## config.mk

```make
export PLATFORM = sky130hd
export DESIGN_NAME = mul_unit_iter_flat
export DESIGN_NICKNAME = d
export VERILOG_FILES = /design/src/rtl/mul_unit_iter_if.sv /design/src/rtl/mul_unit_iter.sv /design/src/flat_wrapper.sv
export SDC_FILE = /design/constraint.sdc
export NUM_CORES = 2
export LEC_CHECK = 0
export CORE_ASPECT_RATIO = 1.5
export CORE_MARGIN = 2
export CORE_UTILIZATION = 30
export CTS_BUF_LIST = sky130_fd_sc_hd__clkbuf_8
export DETAILED_ROUTE_END_ITERATION = 10
export PLACE_DENSITY_LB_ADDON = 0.2
export SETUP_SLACK_MARGIN = 0.05
export SYNTH_ARGS = -nofsm -noshare
export SYNTH_HDL_FRONTEND = slang
export SYNTH_SLANG_ARGS = --single-unit
export TNS_END_PERCENT = 100
```

## constraint.sdc

```tcl
create_clock -name clk_i -period 14.5 [get_ports clk_i]
set_clock_uncertainty 0.05 [all_clocks]
set_input_delay 4.35 -clock clk_i [delete_from_list [all_inputs] [get_ports clk_i]]
set_output_delay 4.35 -clock clk_i [all_outputs]
set_load 0.03 [all_outputs]
```

## src/rtl/mul_unit_iter_if.sv

```systemverilog
// Request/response bundle of the iterative multiplier: valid/ready request with
// tag and operands, single-cycle response pulse with tag and result.
interface mul_unit_iter_if #(
    parameter int XLEN  = 64,
    parameter int TAG_W = 4
);
    logic             kill_i;
    logic             req_valid_i;
    logic             req_ready_o;
    logic [2:0]       func3_i;
    logic             int_32_i;
    logic [TAG_W-1:0] tag_i;
    logic [XLEN-1:0]  src1_i;
    logic [XLEN-1:0]  src2_i;
    logic             resp_valid_o;
    logic [TAG_W-1:0] resp_tag_o;
    logic [XLEN-1:0]  result_o;
    logic             busy_o;

    modport master (
        output kill_i, req_valid_i, func3_i, int_32_i, tag_i, src1_i, src2_i,
        input  req_ready_o, resp_valid_o, resp_tag_o, result_o, busy_o
    );

    modport slave (
        input  kill_i, req_valid_i, func3_i, int_32_i, tag_i, src1_i, src2_i,
        output req_ready_o, resp_valid_o, resp_tag_o, result_o, busy_o
    );
endinterface

```

## src/rtl/mul_unit_iter.sv

```systemverilog
// Iterative RV M-extension multiplier: one CHUNK-bit slice of |src2| per cycle.
// Define MUL_WORD_OP_EN to build the MULW path (32/CHUNK iterations, XLEN = 64 only).
module mul_unit_iter #(
    parameter int XLEN  = 64,
    parameter int CHUNK = 16,
    parameter int TAG_W = 4
) (
    input logic            clk_i,
    input logic            rstn_i,
    mul_unit_iter_if.slave bus
);
    localparam int N_FULL = XLEN / CHUNK;
    localparam int CW     = $clog2(N_FULL + 1);
    localparam int SHW    = $clog2(2 * XLEN);

    typedef enum logic [1:0] {IDLE, MULT, DONE} state_t;

    typedef struct packed {
        logic             neg;
        logic [2:0]       func3;
`ifdef MUL_WORD_OP_EN
        logic             word;
`endif
        logic [TAG_W-1:0] tag;
    } op_t;

    state_t            state;
    op_t               op;
    logic [XLEN-1:0]   a_mag, b_mag;
    logic [2*XLEN-1:0] acc;
    logic [CW-1:0]     cnt;
    logic [XLEN-1:0]   result;
    logic [TAG_W-1:0]  resp_tag;

    logic              ready, accept, word_in, s1, s2, last;
    logic [XLEN-1:0]   a_in, b_in, a_abs, b_abs;
    logic [SHW-1:0]    shamt;
    logic [CHUNK-1:0]  chunk;
    logic [XLEN+CHUNK-1:0] pp;
    logic [2*XLEN-1:0] acc_nxt, prod;
    logic [XLEN-1:0]   res_nxt;
    logic [CW-1:0]     last_cnt;

    assign ready  = (state == IDLE) || (state == DONE);
    assign accept = bus.req_valid_i && ready && !bus.kill_i;

`ifdef MUL_WORD_OP_EN
    assign word_in  = (XLEN == 64) && bus.int_32_i;
    assign last_cnt = op.word ? CW'(32 / CHUNK - 1) : CW'(N_FULL - 1);
`else
    assign word_in  = 1'b0;
    assign last_cnt = CW'(N_FULL - 1);
`endif

    // Word ops work on the sign-extended low halves, so their magnitudes fit in 32 bits.
    assign a_in  = word_in ? XLEN'($signed(bus.src1_i[31:0])) : bus.src1_i;
    assign b_in  = word_in ? XLEN'($signed(bus.src2_i[31:0])) : bus.src2_i;
    assign s1    = (bus.func3_i != 3'b011) && a_in[XLEN-1];
    assign s2    = !bus.func3_i[1] && b_in[XLEN-1];
    assign a_abs = s1 ? -a_in : a_in;
    assign b_abs = s2 ? -b_in : b_in;

    // CHUNK is a power of two, so cnt*CHUNK is a plain shift.
    assign shamt   = SHW'(cnt) << $clog2(CHUNK);
    assign chunk   = CHUNK'(b_mag >> shamt);
    assign pp      = {{CHUNK{1'b0}}, a_mag} * {{XLEN{1'b0}}, chunk};
    assign acc_nxt = acc + ((2*XLEN)'(pp) << shamt);
    assign prod    = op.neg ? -acc_nxt : acc_nxt;
    assign last    = (cnt == last_cnt);

    always_comb begin
        res_nxt = '0;
`ifdef MUL_WORD_OP_EN
        if (op.word) begin
            if (op.func3 == 3'b000) res_nxt = XLEN'($signed(prod[31:0]));
        end else
`endif
        begin
            case (op.func3)
                3'b000:                res_nxt = prod[XLEN-1:0];
                3'b001, 3'b010, 3'b011: res_nxt = prod[2*XLEN-1:XLEN];
                default:               res_nxt = '0;
            endcase
        end
    end

    always_ff @(posedge clk_i or negedge rstn_i) begin
        if (!rstn_i) begin
            state    <= IDLE;
            op       <= '0;
            a_mag    <= '0;
            b_mag    <= '0;
            acc      <= '0;
            cnt      <= '0;
            result   <= '0;
            resp_tag <= '0;
        end else begin
            case (state)
                IDLE, DONE: begin
                    if (accept) begin
                        op.neg   <= s1 ^ s2;
                        op.func3 <= bus.func3_i;
`ifdef MUL_WORD_OP_EN
                        op.word  <= word_in;
`endif
                        op.tag   <= bus.tag_i;
                        a_mag    <= a_abs;
                        b_mag    <= b_abs;
                        acc      <= '0;
                        cnt      <= '0;
                        state    <= MULT;
                    end else begin
                        state    <= IDLE;
                    end
                end
                MULT: begin
                    if (bus.kill_i) begin
                        state <= IDLE;
                    end else begin
                        acc <= acc_nxt;
                        cnt <= cnt + CW'(1);
                        if (last) begin
                            result   <= res_nxt;
                            resp_tag <= op.tag;
                            state    <= DONE;
                        end
                    end
                end
                default: state <= IDLE;
            endcase
        end
    end

    assign bus.req_ready_o  = ready;
    assign bus.busy_o       = (state == MULT);
    assign bus.resp_valid_o = (state == DONE) && !bus.kill_i;
    assign bus.result_o     = result;
    assign bus.resp_tag_o   = resp_tag;
endmodule
```

## src/flat_wrapper.sv

```systemverilog
// flat-port wrapper written by rule: the top's interface ports become plain ports
module mul_unit_iter_flat 
#(
    parameter int XLEN  = 64,
    parameter int CHUNK = 16,
    parameter int TAG_W = 4
)
  (clk_i, rstn_i, bus_kill_i, bus_req_valid_i, bus_func3_i, bus_int_32_i, bus_tag_i, bus_src1_i, bus_src2_i, bus_req_ready_o, bus_resp_valid_o, bus_resp_tag_o, bus_result_o, bus_busy_o);
  mul_unit_iter_if #(.XLEN(XLEN), .TAG_W(TAG_W)) bus_i ();
  input logic clk_i;
  input logic rstn_i;
  input wire logic [$bits(bus_i.kill_i)-1:0] bus_kill_i;
  input wire logic [$bits(bus_i.req_valid_i)-1:0] bus_req_valid_i;
  input wire logic [$bits(bus_i.func3_i)-1:0] bus_func3_i;
  input wire logic [$bits(bus_i.int_32_i)-1:0] bus_int_32_i;
  input wire logic [$bits(bus_i.tag_i)-1:0] bus_tag_i;
  input wire logic [$bits(bus_i.src1_i)-1:0] bus_src1_i;
  input wire logic [$bits(bus_i.src2_i)-1:0] bus_src2_i;
  output wire logic [$bits(bus_i.req_ready_o)-1:0] bus_req_ready_o;
  output wire logic [$bits(bus_i.resp_valid_o)-1:0] bus_resp_valid_o;
  output wire logic [$bits(bus_i.resp_tag_o)-1:0] bus_resp_tag_o;
  output wire logic [$bits(bus_i.result_o)-1:0] bus_result_o;
  output wire logic [$bits(bus_i.busy_o)-1:0] bus_busy_o;
  assign bus_i.kill_i = bus_kill_i;
  assign bus_i.req_valid_i = bus_req_valid_i;
  assign bus_i.func3_i = bus_func3_i;
  assign bus_i.int_32_i = bus_int_32_i;
  assign bus_i.tag_i = bus_tag_i;
  assign bus_i.src1_i = bus_src1_i;
  assign bus_i.src2_i = bus_src2_i;
  assign bus_req_ready_o = bus_i.req_ready_o;
  assign bus_resp_valid_o = bus_i.resp_valid_o;
  assign bus_resp_tag_o = bus_i.resp_tag_o;
  assign bus_result_o = bus_i.result_o;
  assign bus_busy_o = bus_i.busy_o;
  mul_unit_iter #(.XLEN(XLEN), .CHUNK(CHUNK), .TAG_W(TAG_W)) u_core (.clk_i(clk_i), .rstn_i(rstn_i), .bus(bus_i));
endmodule
```

==> impl_metrics.py <==
metrics = {
    "global_route": {
        "grt_pass1_vias": 68559,
        "grt_util_all_layers_pct": 28.9,
        "grt_pass1_wl_um": 464000,
        "grt_max_degree": 118,
        "antenna_found_initial": 8,
        "overflow": 0,
    },
    "setup_path": {
        "critPathKind": "flop to flop",
        "crit_path_start_kind": "flop",
        "critPathRequiredTime_ns": 15.12,
        "cp_slowest_cell": "fa_1",
        "end_kind": "flop",
        "cp.arrival_ns": 14.65,
        "cpMostUsedCell": "buf_4",
        "worst-path-max-fanout": 11,
        "max_stage_delay_ns": 0.66,
    },
    "placed_design": {
        "dp_hpwl_um": 266000,
        "port_buffers": 209,
        "gp_congestion": 0.998,
    },
    "logic_synthesis": {
        "synthArstFlopShare_pct": 100,
        "ys.flop_type": "dfrtp_1",
        "synth-compound-area-share_pct": 17.8,
        "syn_inst": 8118,
        "synthSimpleGateAreaFrac_pct": 20.8,
        "yosysWarningCount": 0,
        "ys_ff_latch": 337,
        "synth-edff-count": 0,
        "ys_top_cells_by_area": "fa_1 27%, dfrtp_1 13%, nand2_1 7.8%, inv_1 5.9%, ha_1 5.5%",
        "yosysMostFrequentCell": "nand2_1",
        "syn-cell-area_um2": 64600,
        "synthAdderAreaFrac_pct": 32.4,
        "syn_avg_cell_area_um2": 7.96,
        "synthTopCellsByCount": "1340 x nand2_1, 1009 x inv_1, 867 x fa_1",
        "ys_seq_area_share_pct": 13.0,
        "synth_top_family_by_area": "adder cells",
        "yosysTopAreaCell": "fa_1",
        "synthMuxAreaShare_pct": 1.91,
        "synth_xor_area_share_pct": 5.06,
        "synthesis.nets": 9410,
        "yosysUniqueCellTypes": 112,
        "synth_top_area_share_pct": 26.9,
    },
    "cells_and_area": {
        "nNetsFinal": 10508,
        "syn_to_final_growth_pct": 24.4,
        "drive_gt1_share_pct": 17.4,
    },
    "floorplanning": {
        "ios": 211,
        "start_util_pct": 30.2,
        "fp.dieH_um": 572,
        "fp.dieW_um": 383,
        "die-area_um2": 219000,
        "rows": 208,
        "core_um2": 214000,
    },
    "timing": {
        "hold_viol_final": 0,
        "relSlewSlack_pct": 14.7,
        "worst_slew_pin_slew_ns": 1.27,
        "rsz0062_at_grt": "true",
        "max_freq_mhz": 71.3,
        "fin_crit_ns": 14.03,
        "finalCritPeriodShare_pct": 96.7,
        "setup_tns_ns": 0,
        "drv_slew": 0,
        "final-setup-viol-count": 0,
    },
    "clocking": {
        "cts_max_level": 3,
        "cts_made_buffers": 74,
        "cts_tree": "yes",
        "cts.clk_slew.worst_paths_ns": 0.06,
        "clk_latency_ns": 0.86,
        "clock-sinks": 337,
        "cts-root-buf": "clkbuf_8",
        "clockBufferDepth": 3,
    },
    "drt": {
        "vias": 65272,
        "drt-initial-drc-count": 4631,
        "ant_nets": 0,
        "via_per_inst": 5.39,
        "route.detailed.drc": 0,
        "drt-total-wl_um": 318000,
        "detailedRoute.firstPassIterationCount": 6,
        "wl_per_cell_um": 26.3,
    },
    "run_status": {
        "status": "complete, no violations",
    },
    "worst_hold_path": {
        "hp-class": "flop to flop",
    },
    "run": {
        "drv_cap": 0,
    },
}
[registers in the layout, summed over array words and instances, names as in the netlist]
signal / cells
u_core.a_mag: 64
u_core.acc: 128
u_core.b_mag: 64
u_core.bus.resp_tag_o: 4
u_core.bus.result_o: 64
u_core.cnt: 3
u_core.op: 8
u_core.state: 2
[final cells by class]
class	count	area, µm²
Fill cell	22502	134000
Multi-Input combinational cell	6258	50700
Timing Repair Buffer	1534	12200
Sequential cell	337	8440
Inverter	1011	3800
Tap cell	2835	3550
Clock buffer	86	1180
Clock inverter	46	497
Antenna cell	10	25.0
[worst paths after layout]
path	start	end	slack, ns	cells past startpoint
max	u_core.cnt[0]	u_core.bus.result_o[63]	0.47	50
min	u_core.op[2]	u_core.bus.resp_tag_o[2]	0.42	2
max reg2reg	u_core.cnt[0]	u_core.bus.result_o[63]	0.47	50
min reg2reg	u_core.op[2]	u_core.bus.resp_tag_o[2]	0.42	2
max in group asynchronous	rstn_i	u_core.a_mag[6]	8.84	3
min in group asynchronous	rstn_i	u_core.bus.result_o[17]	3.41	1
[worst max-delay path, delay by kind of cell (launching register included)]
| family | cells | cell delay (ns) |
|---|---|---|
| adders and majority gates | 8 | 4.01 |
| and+or+nand+nor | 16 | 3.78 |
| AOI/OAI and AO/OA | 10 | 2.41 |
| buffers and inverters | 12 | 1.95 |
| xor gates and xnor gates | 2 | 0.63 |
| DFF | 1 | 0.55 |
| muxes | 2 | 0.51 |
[repair_timing]
item	4_1_cts	5_1_grt
buffers inserted	5	3
endpoints found under the hold margin	0	0
pin swaps	0	10
resized for setup	5	51
hold buffers	0	0
cloned	0	0
endpoints found under the setup margin	11	59
[layout by cell type, fill, tap and decap left out, types with 37 or more instances in the layout]
cell             instances
and2_1                  76
fa_1                   867
a22o_1                  96
a31oi_1                 38
o21a_1                  43
mux2i_1                 63
a21oi_1                406
buf_4                 1308
a21o_1                 110
o211ai_1                41
xor2_1                 162
dfrtp_1                333
clkbuf_8                86
nand2_1               1338
clkdlybuf4s50_1        208
a211oi_1                48
inv_1                 1027
nand4_1                120
a22oi_1                 47
nor2_1                 384
nand3_1                 77
nor3_1                 118
xnor2_1                208
o31ai_1                 60
and3_1                 383
or3_1                   55
o21bai_1                37
nand2b_1                45
ha_1                   284
nor4_1                  43
o21ai_0                558
[layer usage]
layer | track usage, % | part of all wire (%)
met5 | 0 | 0.0028
met3 | 3.21 | 4.7
met4 | 22.1 | 9.3
met2 | 51.4 | 50
met1 | 31.5 | 36
[cell families after synthesis]
kind of cell / count (synthesis)
flops: 337
xor+xnor: 373
simple gates: 2832
fa+ha+maj: 1152
mux: 101
buf+inv: 1523
compound gates: 1800
[metrics by stage]
step                instance area [µm²]  setup WS [ns]  hold WS, ns  utilization, %  cells
finish                            80400          0.475        0.423            37.5  12117
global route                      80400        -0.0342        0.455            37.5  12110
CTS                               80100         0.0533        0.428            37.4  12104
global placement                  78400         -0.356        0.404            36.6  11967
floorplan                         64600           1.33        0.389               -   8118
detailed placement                78400         -0.330        0.412            36.6  11967
Power is not shown: default switching activity piles up to over one toggle a cycle in this logic, so the estimate is an artifact.
